File: src/rtl/key_freq_encoder.sv
// key_freq_encoder: PS/2 keyboard front end that turns piano-layout key presses
// into a note id plus a one-cycle "new note" strobe.
//
// Receives 11-bit device-to-host PS/2 frames (start, 8 data LSB first, odd
// parity, stop), validates them and decodes set-2 make/break codes. 25 keys
// map to note ids 0..24.
//
// Ports:
//   clock      in   system clock
//   reset      in   synchronous, active-high
//   ps2_clk    in   raw keyboard clock (asynchronous, idle high)
//   ps2_data   in   raw keyboard data (asynchronous, idle high)
//   freq_id    out  [4:0] note id, 0 lowest .. 24 highest; holds last value
//   new_f      out  one-cycle strobe: freq_id is valid and new
//   key_held   out  high while the key that set freq_id is down
//   frame_err  out  one-cycle strobe on parity/stop error or mid-frame timeout
module key_freq_encoder #(
    parameter int unsigned TIMEOUT = 65000
) (
    input  logic       clock,
    input  logic       reset,
    input  logic       ps2_clk,
    input  logic       ps2_data,
    output logic [4:0] freq_id,
    output logic       new_f,
    output logic       key_held,
    output logic       frame_err
);

    localparam int unsigned TimerW = $clog2(TIMEOUT + 1);

    typedef enum logic [1:0] {StIdle, StShift, StCheck} rx_state_e;

    rx_state_e         rx_state;
    logic              clk_meta, sync_clk, sync_clk_d;
    logic              data_meta, sync_data;
    logic [3:0]        bit_cnt;
    logic [9:0]        shift_reg;
    logic [TimerW-1:0] timer;
    logic              clk_fall;
    logic              frame_good;
    logic              byte_valid;
    logic [7:0]        rx_byte;
    logic              ext_flag, brk_flag;
    logic              key_hit;
    logic [4:0]        key_id;

    // Two-flop synchronisers; reset to the idle-high level so reset never
    // manufactures a falling edge.
    always_ff @(posedge clock) begin
        if (reset) begin
            clk_meta   <= 1'b1;
            sync_clk   <= 1'b1;
            sync_clk_d <= 1'b1;
            data_meta  <= 1'b1;
            sync_data  <= 1'b1;
        end else begin
            clk_meta   <= ps2_clk;
            sync_clk   <= clk_meta;
            sync_clk_d <= sync_clk;
            data_meta  <= ps2_data;
            sync_data  <= data_meta;
        end
    end

    assign clk_fall = sync_clk_d & ~sync_clk;

    // After the stop bit: shift_reg[7:0] = data, [8] = parity, [9] = stop.
    assign rx_byte    = shift_reg[7:0];
    assign frame_good = (^shift_reg[8:0]) & shift_reg[9];
    assign byte_valid = (rx_state == StCheck) && frame_good;

    always_ff @(posedge clock) begin
        if (reset) begin
            rx_state  <= StIdle;
            bit_cnt   <= 4'd0;
            shift_reg <= 10'd0;
            timer     <= '0;
            frame_err <= 1'b0;
        end else begin
            frame_err <= 1'b0;
            case (rx_state)
                StIdle: begin
                    timer <= '0;
                    if (clk_fall && !sync_data) begin
                        rx_state <= StShift;
                        bit_cnt  <= 4'd0;
                    end
                end
                StShift: begin
                    if (clk_fall) begin
                        timer     <= '0;
                        shift_reg <= {sync_data, shift_reg[9:1]};
                        if (bit_cnt == 4'd9) begin
                            rx_state <= StCheck;
                        end else begin
                            bit_cnt <= bit_cnt + 4'd1;
                        end
                    end else if (timer == TimerW'(TIMEOUT - 1)) begin
                        // Keyboard stalled mid-frame: drop the partial byte.
                        rx_state  <= StIdle;
                        timer     <= '0;
                        frame_err <= 1'b1;
                    end else begin
                        timer <= timer + 1'b1;
                    end
                end
                StCheck: begin
                    rx_state <= StIdle;
                    if (!frame_good) begin
                        frame_err <= 1'b1;
                    end
                end
                default: rx_state <= StIdle;
            endcase
        end
    end

    // Set-2 scancode to note id.
    always_comb begin
        key_hit = 1'b1;
        key_id  = 5'd0;
        case (rx_byte)
            8'h1A: key_id = 5'd0;
            8'h1B: key_id = 5'd1;
            8'h22: key_id = 5'd2;
            8'h23: key_id = 5'd3;
            8'h21: key_id = 5'd4;
            8'h2A: key_id = 5'd5;
            8'h34: key_id = 5'd6;
            8'h32: key_id = 5'd7;
            8'h33: key_id = 5'd8;
            8'h31: key_id = 5'd9;
            8'h3B: key_id = 5'd10;
            8'h3A: key_id = 5'd11;
            8'h41: key_id = 5'd12;
            8'h15: key_id = 5'd13;
            8'h1E: key_id = 5'd14;
            8'h1D: key_id = 5'd15;
            8'h26: key_id = 5'd16;
            8'h24: key_id = 5'd17;
            8'h2D: key_id = 5'd18;
            8'h2E: key_id = 5'd19;
            8'h2C: key_id = 5'd20;
            8'h36: key_id = 5'd21;
            8'h35: key_id = 5'd22;
            8'h3D: key_id = 5'd23;
            8'h3C: key_id = 5'd24;
            default: key_hit = 1'b0;
        endcase
    end

    always_ff @(posedge clock) begin
        if (reset) begin
            freq_id  <= 5'd0;
            new_f    <= 1'b0;
            key_held <= 1'b0;
            ext_flag <= 1'b0;
            brk_flag <= 1'b0;
        end else begin
            new_f <= 1'b0;
            if (byte_valid) begin
                case (rx_byte)
                    8'hE0: ext_flag <= 1'b1;
                    8'hF0: brk_flag <= 1'b1;
                    default: begin
                        // Prefix flags apply to exactly one following byte.
                        ext_flag <= 1'b0;
                        brk_flag <= 1'b0;
                        if (!ext_flag && key_hit) begin
                            if (!brk_flag) begin
                                // Same key while still held is typematic repeat.
                                if (!(key_held && key_id == freq_id)) begin
                                    freq_id  <= key_id;
                                    new_f    <= 1'b1;
                                    key_held <= 1'b1;
                                end
                            end else if (key_held && key_id == freq_id) begin
                                key_held <= 1'b0;
                            end
                        end
                    end
                endcase
            end
        end
    end

endmodule

File: config.mk
export PLATFORM = sky130hd
export DESIGN_NAME = key_freq_encoder
export DESIGN_NICKNAME = d
export VERILOG_FILES = /design/src/rtl/key_freq_encoder.sv
export SDC_FILE = /design/constraint.sdc
export NUM_CORES = 1
export LEC_CHECK = 0
export CAP_MARGIN = 20
export CORE_UTILIZATION = 45
export CTS_CLUSTER_DIAMETER = 150
export DETAILED_ROUTE_END_ITERATION = 10
export GPL_TIMING_DRIVEN = 0
export PLACE_DENSITY = 0.69
export SYNTH_ARGS = -nofsm -noshare
export SYNTH_HDL_FRONTEND = slang
export SYNTH_SLANG_ARGS = --single-unit
File: constraint.sdc
create_clock -name clock -period 5.38 [get_ports clock]
set_clock_uncertainty 0.2 [all_clocks]
set_input_delay 0.538 -clock clock [delete_from_list [all_inputs] [get_ports clock]]
set_output_delay 0.538 -clock clock [all_outputs]
set_load 0.1 [all_outputs]
==> results of run 1 <==
per-stage QoR:
stage | hold WS [ps] | instances | power [mW]
detailed placement | 214 | 408 | 0.415
finish | 222 | 416 | 0.635
global route | 251 | 416 | 0.660
global placement | 193 | 408 | 0.413
floorplan | 189 | 326 | 0.401
CTS | 234 | 416 | 0.641
synth_stat cells (2+ instances only):
master	instances	area share, %
a311oi_1	2	0.64
and4_1	3	0.97
nand2_1	25	3.5
or4_1	2	0.55
xor2_1	7	2.3
a21oi_1	25	4.6
nor3b_1	2	0.55
o22ai_1	2	0.46
nand3_1	9	1.7
or2_2	4	0.92
or3_1	3	0.69
nand4_1	8	1.8
a21o_1	3	0.83
or2_1	5	1.2
nor4_1	5	1.2
o21ai_0	2	0.37
ha_1	23	11
and3_1	2	0.46
a31oi_1	6	1.4
a211oi_1	5	1.4
nor3_1	9	1.7
clkbuf_1	11	1.5
xnor2_1	8	2.6
dfxtp_1	47	35
mux2i_1	6	2.2
nand2b_1	2	0.46
nor2_1	48	6.6
o21ai_1	11	2.0
a22oi_1	5	1.4
inv_1	18	2.5
cells in the final DEF (no fill, tap or decap), drive strengths merged, types with 5 or more instances in the layout:
cell	synthesis	final
nor3	9	9
a211oi	5	5
clkbuf	11	17
a22oi	5	5
nand4	9	9
xnor2	9	9
mux2i	6	6
nor4	6	6
clkdlybuf4s50	0	10
a31oi	6	6
xor2	8	8
nand3	9	9
inv	19	20
ha	23	23
or2	9	9
o21ai	13	13
dfxtp	47	47
nor2	48	48
nand2	25	25
a21oi	25	25
cells by family (layout without fill, tap and decap cells):
family	count (synthesis)	count (layout)	share of synthesized area [%]
simple gates	134	134	24.9
compound gates	68	68	15.8
flops	47	47	34.6
buf+inv	30	48	4.14
fa+ha+maj	23	23	10.6
xor+xnor	18	18	7.73
mux	6	6	2.21
power by group through the flow:
stage	Combinational [mW]	Clock, mW	Sequential (mW)
3_3_place_gp	0.0500	0	0.363
5_1_grt	0.0570	0.247	0.356
6_report	0.0513	0.229	0.355
3_5_place_dp	0.0509	0	0.364
4_1_cts	0.0511	0.235	0.356
2_1_floorplan	0.0382	0	0.362
final timing paths:
| path | cells after the start | endpoint | slack (ps) |
|---|---|---|---|
| setup / recovery | 11 | key_held$_SDFFE_PP0P_ | 1960 |
| hold reg to reg | 1 | sync_data$_SDFF_PP1_ | 220 |
| hold / removal | 1 | sync_data$_SDFF_PP1_ | 220 |
| setup reg to reg | 11 | key_held$_SDFFE_PP0P_ | 1960 |
critical path, cell delays in order, from the launching register on:
cell	delay (ps)
dfxtp_1	390
inv_1	100
ha_1	260
o21ai_1	350
o21ai_1	140
nor4_2	540
xnor2_1	120
nor3_1	250
nand2_1	90
ha_1	290
or4_1	500
a21oi_1	130
routing by layer:
layer  vias to the layer above  GRT usage, %  routed length [microns]  part of all wire [%]
met5                         -             0                        0                     0
met4                         0          5.00                       50                  0.89
met3                         6          3.09                      140                   2.5
met2                        33          30.0                     2460                    44
met1                      1066          26.1                     2970                    53
li1                       1179             -                        -                     -
area by class of cell:
class | instances | area, sq um
Fill cell | 550 | 2670
Multi-Input combinational cell | 249 | 1670
Sequential cell | 47 | 941
Timing Repair Buffer | 10 | 100
Tap cell | 72 | 90.1
Clock buffer | 6 | 82.6
Inverter | 19 | 71.3
Buffer | 11 | 41.3
Clock inverter | 2 | 13.8
==> results.json, run 1 <==
{
  "status": "finished, final reports clean",
  "min_period_ps": 3420,
  "ys_seq_area_share_pct": 34.6,
  "setup-violations-final": 0,
  "cts_resized": 0,
  "drv_cap": 0,
  "io_buffer_count": 10,
  "clock_latency_ps": 310,
  "cts-buffers-inserted": 5,
  "endpoint_kind": "flip-flop",
  "cts_sinks": 47,
  "utilization_pct": 53.0,
  "slew-limit-headroom_pct": 35.6,
  "fp.dieH_microns": 79.7,
  "rows": 27,
  "stdcell_area_sq_um": 3010,
  "critPathMaxFanout": 6,
  "final-hold-violation-count": 0,
  "drc_errors": 0,
  "rr_startpoint": "shift_reg[3]$_SDFFE_PP0P_",
  "vias": 2284,
  "place_congestion": 0.892,
  "largest_register_ffs": 16,
  "drt-initial-drc-count": 109,
  "power.share.clock_pct": 36.0,
  "min_from": "data_meta$_SDFF_PP1_",
  "placeableCoreArea_sq_um": 5680,
  "fin_crit_sh_pct": 63.5,
  "drtAntennaViolNets": 0,
  "rsz0062_at_grt": "no",
  "syn_inst": 326,
  "yosysUniqueCellTypes": 48,
  "post_cts_buffers": 0,
  "max-clock-path-buffers": 2,
  "nets": 370,
  "start_kind": "flip-flop",
  "first_pass_iters": 4,
  "ir_drop_mv": 0.116,
  "syn_nets": 353,
  "placed_cell_area_sq_um": 2910,
  "setup_ws_ps": 1960,
  "worstPathRequired_ps": 5420,
  "yosys_warnings": 0,
  "synth-seq-cells": 47,
  "switchingPower_uw": 161,
  "groute.usage.overall_pct": 18.8,
  "fmax_mhz": 293,
  "worstSetupPathType": "reg -> reg",
  "power_leakage_nw": 1.04,
  "min_path_type": "reg -> reg",
  "share_seq_of_total_power_pct": 55.9,
  "synth_edf_count": 0,
  "wire_per_inst_microns": 13.5,
  "totalNegativeSetupSlack_ps": 0,
  "pwr-share-comb_pct": 8.1,
  "drive_gt1_share_pct": 5.52,
  "slew_viol_final": 0,
  "powerDensity_nw_per_um2": 211,
  "grt_max_degree": 16,
  "start_util_pct": 47.9,
  "antenna_found_initial": 0,
  "pre_cts_ws_ps": 1990,
  "switching_share_pct": 25.4,
  "worstPathArrival_ps": 3460,
  "grt_pass1_wl_microns": 9500,
  "cts_hold_buf": 0,
  "gr-total-overflow": 0,
  "cts.htree.levels": 2,
  "crit_path_start": "shift_reg[3]$_SDFFE_PP0P_",
  "viasPerCell": 5.49,
  "syn_avg_cell_area_sq_um": 8.34,
  "clkTransAtPathRegs_ps": 100,
  "area_growth_pct": 10.5,
  "tightest_slew_ps": 963,
  "n_antenna_cell": 0,
  "io_pins": 12,
  "async_reset_ff_share_pct": 0,
  "ys.flop_type": "dfxtp_1",
  "routed_wl_microns": 5630,
  "die_x_microns": 79.7,
  "cts_tree": "yes",
  "dp_hpwl_microns": 4250,
  "dieArea_sq_um": 6360,
  "cts-root-buf": "clkbuf_8",
  "syn-cell-area_sq_um": 2720,
  "power.internal_uw": 474,
  "grt_pass1_vias": 2094
}
(Power assumes the default switching activity.)
==> run 2, diff against run 1 <==
- clock period: 5.38 -> 3.58 ns (I/O delays scaled with it)
==> run 2 against run 1 <==
Combinational power up 50%. Wire length rose by 0.25%. Maximum frequency increased by 3.4%. Sequential cell count is the same. Via count down 0.26%. Critical path depth unchanged. Die area did not move. Count of clock-buffer cells in the layout stayed put. Setup slack lost 1700 ps. Sequential power up 50%. Clock power is 50% higher. Global-route usage did not move. Highest routed layer unchanged.
==> results.json, run 2 (synthesis results as in run 1) <==
{
  "status": "finished, final reports clean",
  "endpoint_kind": "flip-flop",
  "cts_resized": 0,
  "met3_length_microns": 164,
  "dp_hpwl_microns": 4250,
  "drv_cap": 0,
  "slew_viol_final": 0,
  "worstPathArrival_ps": 3340,
  "multi_input_area_sq_um": 1690,
  "worst_r2r_path_depth": 11,
  "antenna_found_initial": 0,
  "setup-violations-final": 0,
  "nets": 370,
  "finalPower_uw": 954,
  "drt-met1-wl_microns": 2940,
  "utilization_pct": 53.3,
  "final-hold-violation-count": 0,
  "final_common_cell": "nor2_1",
  "first_pass_iters": 4,
  "worstPathRequired_ps": 3620,
  "vias": 2278,
  "nFillCells": 547,
  "die_x_microns": 79.7,
  "rows": 27,
  "drc_errors": 0,
  "clock_latency_ps": 310,
  "placed_cells": 408,
  "most-common-layout-cells": "48 x nor2_1, 47 x dfxtp_1, 25 x nand2_1, 25 x a21oi_1, 23 x ha_1",
  "whs_ps": 222,
  "critPathMaxFanout": 6,
  "gr-total-overflow": 0,
  "final-seq-area_sq_um": 941,
  "worstSetupPathType": "reg -> reg",
  "totalNegativeSetupSlack_ps": 0,
  "n_antenna_cell": 0,
  "cts-root-buf": "clkbuf_8",
  "start_kind": "flip-flop",
  "tightest_slew_ps": 963,
  "drive_gt1_share_pct": 6.10,
  "grt_pass1_vias": 2094,
  "post_cts_buffers": 0,
  "wl_met2_microns": 2480,
  "placeableCoreArea_sq_um": 5680,
  "slew-limit-headroom_pct": 35.6,
  "largest_register_ffs": 16,
  "cts.htree.levels": 2,
  "cts_sinks": 47,
  "io_pins": 12,
  "dieArea_sq_um": 6360,
  "setup_ws_ps": 276,
  "min_period_ps": 3300,
  "fin_crit_sh_pct": 92.3,
  "ir_drop_mv": 0.174,
  "cts_tree": "yes",
  "min_path_type": "reg -> reg",
  "final_cells": 416,
  "cts_hold_buf": 0,
  "placed_cell_area_sq_um": 2910,
  "cts-buffers-inserted": 5,
  "viasPerCell": 5.48,
  "pre_cts_ws_ps": 187,
  "drtAntennaViolNets": 0,
  "hold-path-cell-count": 1,
  "area_growth_pct": 11.3,
  "stdcell_area_sq_um": 3030,
  "wire_per_inst_microns": 13.6,
  "rsz0062_at_grt": "no",
  "clkTransAtPathRegs_ps": 100,
  "powerDensity_nw_per_um2": 315,
  "fp.dieH_microns": 79.7,
  "drt-initial-drc-count": 101,
  "max-clock-path-buffers": 2,
  "start_util_pct": 47.9,
  "groute.usage.overall_pct": 18.8,
  "power_leakage_nw": 1.04,
  "fmax_mhz": 303,
  "grt_max_degree": 16,
  "top_layer": "met4",
  "routed_wl_microns": 5640,
  "grt_pass1_wl_microns": 9500,
  "io_buffer_count": 10,
  "place_congestion": 0.892
}
## run 2: changes by cell type in the layout (fill, tap and decap cells not counted)
cell,previous run,this run
nor4_4,0,1
a311oi_1,2,1
a311oi_2,0,1
nor4_1,5,4
## run 2: routing by layer
layer,vias to the layer above,track usage (%)
met2,43,30.0
met4,0,5.00
met1,1053,26.1
met5,-,0
li1,1176,-
met3,6,3.09
## run 2: power breakdown
part,leakage [nW],internal [mW],total [mW],switching [mW]
sequential,0.380,0.529,0.534,0.00537
combinational,0.613,0.0258,0.0769,0.0511
clock,0.0516,0.158,0.343,0.185
total,1.04,0.713,0.954,0.241
## run 2: layout make-up
type                       instances  area share [%]
tap                               72            2.98
inverter                          19            2.36
clock inverter                     2           0.455
buffer                            11            1.36
clock buffer                       6            2.73
timing repair buffer              10            3.31
multi-input combinational        249            55.7
sequential                        47            31.1
## run 2: path summary, 6_finish.rpt
path                        startpoint               endpoint  slack (ps)
max reg2reg  shift_reg[3]$_SDFFE_PP0P_  key_held$_SDFFE_PP0P_         280
min reg2reg       data_meta$_SDFF_PP1_   sync_data$_SDFF_PP1_         220
max          shift_reg[3]$_SDFFE_PP0P_  key_held$_SDFFE_PP0P_         280
min               data_meta$_SDFF_PP1_   sync_data$_SDFF_PP1_         220
## run 2: critical path: stages (launching register included)
cell     delay (ps)
dfxtp_1         390
inv_1           100
ha_1            270
o21ai_1         360
a21oi_1         190
nor4_2          370
xnor2_1         100
nor3_1          250
nand2_1         100
ha_1            290
or4_1           500
a21oi_1         130
